$ cat config.mk
export PLATFORM = sky130hd
export DESIGN_NAME = pipe_hazard_ctrl
export DESIGN_NICKNAME = d
export VERILOG_FILES = /design/src/rtl/pipe_hazard_ctrl.sv
export SDC_FILE = /design/constraint.sdc
export NUM_CORES = 1
export LEC_CHECK = 0
export CORE_ASPECT_RATIO = 0.6
export CORE_MARGIN = 2
export CORE_UTILIZATION = 30
export CTS_CLUSTER_DIAMETER = 150
export DETAILED_ROUTE_END_ITERATION = 10
export GPL_TIMING_DRIVEN = 1
export SLEW_MARGIN = 20
export SYNTH_ARGS = -nofsm -noshare
export SYNTH_HDL_FRONTEND = slang
export SYNTH_SLANG_ARGS = --single-unit
$ cat constraint.sdc
create_clock -name clock -period 2.3 [get_ports clock]
set_clock_uncertainty 0.2 [all_clocks]
set_input_delay 0.46 -clock clock [delete_from_list [all_inputs] [get_ports clock]]
set_output_delay 0.46 -clock clock [all_outputs]
set_load 0.03 [all_outputs]
$ cat src/rtl/pipe_hazard_ctrl.sv
// pipe_hazard_ctrl: pipeline stall/flush/freeze sequencer with EX forwarding,
// data-miss watchdog and saturating stall/flush performance counters.
module pipe_hazard_ctrl #(
    parameter int REG_W = 5,
    parameter int TMO_W = 8,
    parameter int CNT_W = 16
) (
    input  logic             clock,
    input  logic             reset_n,
    input  logic [REG_W-1:0] id_rs,
    input  logic [REG_W-1:0] id_rt,
    input  logic             id_uses_rt,
    input  logic [REG_W-1:0] ex_rs,
    input  logic [REG_W-1:0] ex_rt,
    input  logic [REG_W-1:0] ex_rd,
    input  logic             ex_memRead,
    input  logic             ex_pcSrc,
    input  logic [REG_W-1:0] mem_rd,
    input  logic             mem_regWrite,
    input  logic [REG_W-1:0] wb_rd,
    input  logic             wb_regWrite,
    input  logic             dmem_req,
    input  logic             dmem_ready,
    output logic             pc_write,
    output logic             if_id_write,
    output logic             if_id_flush,
    output logic             id_ex_write,
    output logic             id_ex_flush,
    output logic             ex_mem_write,
    output logic             mem_wb_flush,
    output logic [1:0]       forward_a,
    output logic [1:0]       forward_b,
    output logic [1:0]       state_o,
    output logic             error,
    output logic [CNT_W-1:0] stall_cnt,
    output logic [CNT_W-1:0] flush_cnt
);
    typedef enum logic [1:0] {RUN = 2'd0, DMISS = 2'd1, ERR = 2'd2} state_t;

    state_t           r_state, w_next;
    logic [TMO_W-1:0] r_wd, w_wd_next;
    logic             r_error;
    logic [CNT_W-1:0] r_stall, r_flush;
    logic             w_miss, w_load_use, w_branch, w_freeze;

    function automatic logic [1:0] fwd_sel(input logic [REG_W-1:0] src);
        if (mem_regWrite && mem_rd != '0 && mem_rd == src) return 2'b10;
        if (wb_regWrite && wb_rd != '0 && wb_rd == src) return 2'b01;
        return 2'b00;
    endfunction

    always_comb begin
        w_miss     = dmem_req && !dmem_ready;
        w_load_use = ex_memRead && ex_rd != '0 &&
                     (ex_rd == id_rs || (id_uses_rt && ex_rd == id_rt));
        w_next     = r_state;
        w_wd_next  = r_wd;
        w_branch   = 1'b0;
        w_freeze   = 1'b0;
        pc_write     = 1'b1;
        if_id_write  = 1'b1;
        if_id_flush  = 1'b0;
        id_ex_write  = 1'b1;
        id_ex_flush  = 1'b0;
        ex_mem_write = 1'b1;
        mem_wb_flush = 1'b0;
        unique case (r_state)
            RUN: begin
                if (w_miss) begin
                    w_freeze  = 1'b1;
                    w_next    = DMISS;
                    w_wd_next = TMO_W'(1);
                end else if (ex_pcSrc) begin
                    w_branch    = 1'b1;
                    if_id_flush = 1'b1;
                    id_ex_flush = 1'b1;
                end else if (w_load_use) begin
                    pc_write    = 1'b0;
                    if_id_write = 1'b0;
                    id_ex_flush = 1'b1;
                end
            end
            DMISS: begin
                if (dmem_ready) begin
                    w_next    = RUN;
                    w_wd_next = '0;
                end else begin
                    w_freeze  = 1'b1;
                    w_next    = &r_wd ? ERR : DMISS;
                    w_wd_next = &r_wd ? r_wd : r_wd + TMO_W'(1);
                end
            end
            default: w_freeze = 1'b1;
        endcase
        // A freeze holds every upstream register and drains MEM/WB with a bubble.
        if (w_freeze) begin
            pc_write     = 1'b0;
            if_id_write  = 1'b0;
            id_ex_write  = 1'b0;
            ex_mem_write = 1'b0;
            mem_wb_flush = 1'b1;
        end
        forward_a = fwd_sel(ex_rs);
        forward_b = fwd_sel(ex_rt);
        if (!reset_n) begin
            pc_write     = 1'b0;
            if_id_write  = 1'b0;
            if_id_flush  = 1'b1;
            id_ex_write  = 1'b0;
            id_ex_flush  = 1'b1;
            ex_mem_write = 1'b0;
            mem_wb_flush = 1'b1;
            forward_a    = 2'b00;
            forward_b    = 2'b00;
        end
    end

    always_ff @(posedge clock or negedge reset_n) begin
        if (!reset_n) begin
            r_state <= RUN;
            r_wd    <= '0;
            r_error <= 1'b0;
            r_stall <= '0;
            r_flush <= '0;
        end else begin
            r_state <= w_next;
            r_wd    <= w_wd_next;
            if (w_next == ERR) r_error <= 1'b1;
            if (!pc_write && r_state != ERR && !(&r_stall)) r_stall <= r_stall + CNT_W'(1);
            if (w_branch && !(&r_flush)) r_flush <= r_flush + CNT_W'(1);
        end
    end

    assign state_o   = r_state;
    assign error     = r_error;
    assign stall_cnt = r_stall;
    assign flush_cnt = r_flush;
endmodule

Word level (Yosys, flattened, before mapping)
Index checks and enable logic that the tools add are counted.
{ "totals": {"wordCells": 92, "register_bits": 43, "output_inout_bits": 46} }
{ "op_classes": {"reduce_logical": 27, "eq_ne": 11, "mux": 46, "n_addsub": 3} }
{ "ops": {"columns": ["operator", "n"], "rows": [
  ["$add 16x1->16 const B", 2],
  ["$reduce_and 16->1", 2],
  ["$eq 5x5->1", 6],
  ["$mux 1", 27],
  ["$mux 2", 13],
  ["$mux 8", 3],
  ["$pmux 8 s2", 1],
  ["$reduce_bool 5->1", 3],
  ["$logic_and 1x1->1", 13],
  ["$add 8x1->8 const B", 1],
  ["$reduce_and 8->1", 1],
  ["$logic_not 1->1", 4],
  ["$ne 2x2->1 const B", 2],
  ["$pmux 2 s2", 1],
  ["$ne 3x3->1 const B", 1],
  ["$reduce_and 3->1", 1],
  ["$eq 2x1->1 const B", 1],
  ["$eq 2x2->1 const B", 1],
  ["$logic_not 2->1", 1],
  ["$pmux 1 s2", 1],
  ["$reduce_bool 2->1", 1],
  ["$logic_or 1x1->1", 1]
]} }

Longest topological paths before layout
{ "logic_depth": {"depth_word": 13, "ltp_mapped": 8} }

Least setup slack after synthesis
OpenSTA, ideal clock, no wires.
{ "synth_timing": {"path_type": "input port to output port", "startpoint": "input mem_rd[1]", "endpoint": "output forward_a[0]", "path_stages": 4, "required_time_ps": 1640, "path_slack_ps": -615, "t_arrival_ps": 2255, "path_cell_list": "or4_1 -> o21ai_0 -> nor4_1 -> nor4_1"} }
{ "synth_between": {"elab_chain_cells": 6, "word_cells_on_any_way": 7, "cone_classes": "eq/ne (1); mux (3); reduce/logical (3)"} }
{ "synth_rtl": {"columns": ["element", "line", "rtl"], "rows": [
  ["from (decl)", "18", "input logic [REG_W-1:0] mem_rd,"],
  ["$reduce_bool 5->1", "47", "if (mem_regWrite && mem_rd != '0 && mem_rd == src) return 2'b10;"],
  ["$logic_and 1x1->1", "47", null],
  ["$logic_and 1x1->1 (*)", "47", null],
  ["$mux 1 (*)", "47", null],
  ["$mux 2 (*)", "48", "if (wb_regWrite && wb_rd != '0 && wb_rd == src) return 2'b01;"],
  ["$mux 2 (*)", "105", "if (!reset_n) begin"],
  ["to (decl)", "31", "output logic [1:0] forward_a,"]
]} }
Mark *: on every way between the ends. The rest lies on a longest branch, timed or not.

Final worst setup path
{ "layout_timing": {"startpoint": "input mem_rd[3]", "endpoint": "output forward_a[0]"} }
The elaborated chain is that of the path after synthesis.

==> impl_metrics.json <==
{
  "grt_pass1_vias": 2407,
  "yosys_register_bits": 43,
  "die_w_um": 125,
  "cts_hold_buf": 0,
  "crit_fanout": 2,
  "max_cap_violations": 0,
  "dp_hpwl_mm": 5.99,
  "routabilityCongestion": 0.834,
  "post_drt_wl_per_cell_um": 14.3,
  "cts_max_level": 2,
  "synth_edf_count": 0,
  "fmax_ghz": 0.400,
  "wl_mm": 7.52,
  "io_buffer_count": 89,
  "clock_latency_ps": 280,
  "grt_pass1_wl_mm": 12.1,
  "drc": 0,
  "cts_sinks": 43,
  "die_area_um2": 9500,
  "coreArea_um2": 8490,
  "fin_setup_tns_ps": -492,
  "p_total_uw": 3340,
  "grt_usage": 0.157,
  "setup_violations": 4,
  "grt_start_max_net_pins": 25,
  "path_clk_slew_ps": 60,
  "min_period_over_period": 1.09,
  "min_path_type": "in -> async",
  "layout_setup_ws_ps": -199,
  "crit_type": "in -> out",
  "startpoint_type": "input pin",
  "ys_types": 45,
  "antenna_found_initial": 0,
  "use_met3": 0.0351,
  "synthCells": 266,
  "final_cells": 527,
  "final_cell_mix": "buf_4, dfrtp_1, clkdlybuf4s50_1, xor2_1, xnor2_1",
  "row_count": 26,
  "synthArstFlopShare": 1.00,
  "synth-main-ff-cell": "dfrtp_1",
  "cts_tree": "yes",
  "cts_root_buf": "clkbuf_16",
  "ant_nets": 0,
  "final_util": 0.508,
  "start_util": 0.308,
  "layout_min_cycle_time_ps": 2500,
  "ios": 90,
  "syn_avg_cell_area_um2": 9.83,
  "required_ps": 1640,
  "holdWs_ps": 38.9,
  "dr.pass1.iters": 4,
  "violations": "negative setup slack",
  "synth_nets": 313,
  "gr-usage-met2": 0.225,
  "arrival_ps": 1840,
  "rsz0062_at_grt": "true",
  "seq_area_frac_synth": 0.411,
  "status": "finished, violations left",
  "diodes": 0,
  "vias_per_cell": 4.75,
  "syn_to_final_growth_pct": 64.8,
  "relSlewSlack": 0.776,
  "vias": 2503,
  "final_layout_size_suffix_gt1_frac": 0.320,
  "globalRouteOverflowTotal": 0,
  "nNetsFinal": 461,
  "hold_viol": 0,
  "max_slew.worst_pin.slew_ps": 335,
  "dp_cells": 514,
  "cts_buffers": 5,
  "yosysWarnings": 0,
  "p_leak_uw": 0.00196,
  "clk_path_buf_depth": 2,
  "critPathCaptureType": "output pin",
  "die_h_um": 76.3,
  "syn_area_um2": 2620,
  "layout_commonest_cell": "buf_4",
  "power_density_nw_per_um2": 774,
  "busiest_layer": "met1",
  "drt_iter0_drc": 126,
  "ir_worst_vdd_mv": 0.335,
  "globalRouteMet1Util": 0.240,
  "drv_slew": 0
}
[state kept, by name (all words and copies together) (netlist names)]
name,flops
r_wd,8
state_o,2
flush_cnt,16
stall_cnt,16
error,1
[worst paths after layout]
path	start	end	slack, ps	depth (start not counted)
max in group asynchronous	reset_n	stall_cnt[2]	1570	3
min reg2reg	error	error	280	1
min	reset_n	state_o[1]	40	2
max	mem_rd[3]	forward_a[0]	-200	8
min in group clock	error	error	280	1
max reg2reg	stall_cnt[1]	stall_cnt[7]	140	8
[Yosys cell counts (5+ instances only)]
master	n	area, µm²
and3_1	7	43.8
dfrtp_1	43	1080
inv_1	6	22.5
nand2_1	18	67.6
nand2b_1	5	31.3
nand3_1	21	105
nand4_1	6	37.5
nor2_1	14	52.6
nor3_1	8	40.0
nor3_2	6	60.1
nor4_1	8	50.1
o21ai_0	13	65.1
xnor2_1	25	219
xor2_1	33	289
[timing repair]
item                       4_1_cts  5_1_grt
pin swaps                       25       21
resized for setup               88       39
setup buffers                    5        2
setup endpoints to repair       18       20
[where the power goes]
group	switching, µW	total (µW)	internal (µW)
Combinational	789	1470	683
Clock	296	697	401
Sequential	230	1170	938
[metrics by stage]
step	setup WS (ps)	instance area [µm²]
after floorplan	1.52	2650
after global placement	-833	4020
after detailed placement	-835	4020
after CTS	-361	4220
after global routing	-240	4310
final	-199	4310
[final cells by class]
class / count / area, µm²
Clock inverter: 2 / 12.5
Timing Repair Buffer: 148 / 1290
Inverter: 6 / 22.5
Tap cell: 112 / 140
Sequential cell: 43 / 1080
Multi-Input combinational cell: 210 / 1640
Clock buffer: 6 / 129
Fill cell: 794 / 4180
[logic make-up (layout without fill, tap and decap cells)]
logic type	Yosys count	after routing	share of synthesized area
adder cells (fa/ha/maj)	3	3	0.0144
flip-flops	43	43	0.411
multiplexers	4	4	0.0172
XOR/XNOR	58	58	0.194
buffers and inverters	13	162	0.0258
AND/OR/NAND/NOR	115	115	0.255
AO/OA/AOI/OAI	30	30	0.0823
[worst max-delay path, stage by stage]
cell     delay [ps]
buf_6            90
or4_4           530
o21ai_4         150
buf_6           120
nor4_4           40
buf_4           140
nor4_4          140
buf_6           170
[metal layers]
layer / vias up / part of all wire
met4: 0 / 0.0096
li1: 1236 / -
met1: 1199 / 0.52
met2: 63 / 0.42
met3: 5 / 0.050
met5: - / 0
Power figures use the tool's default switching activity.
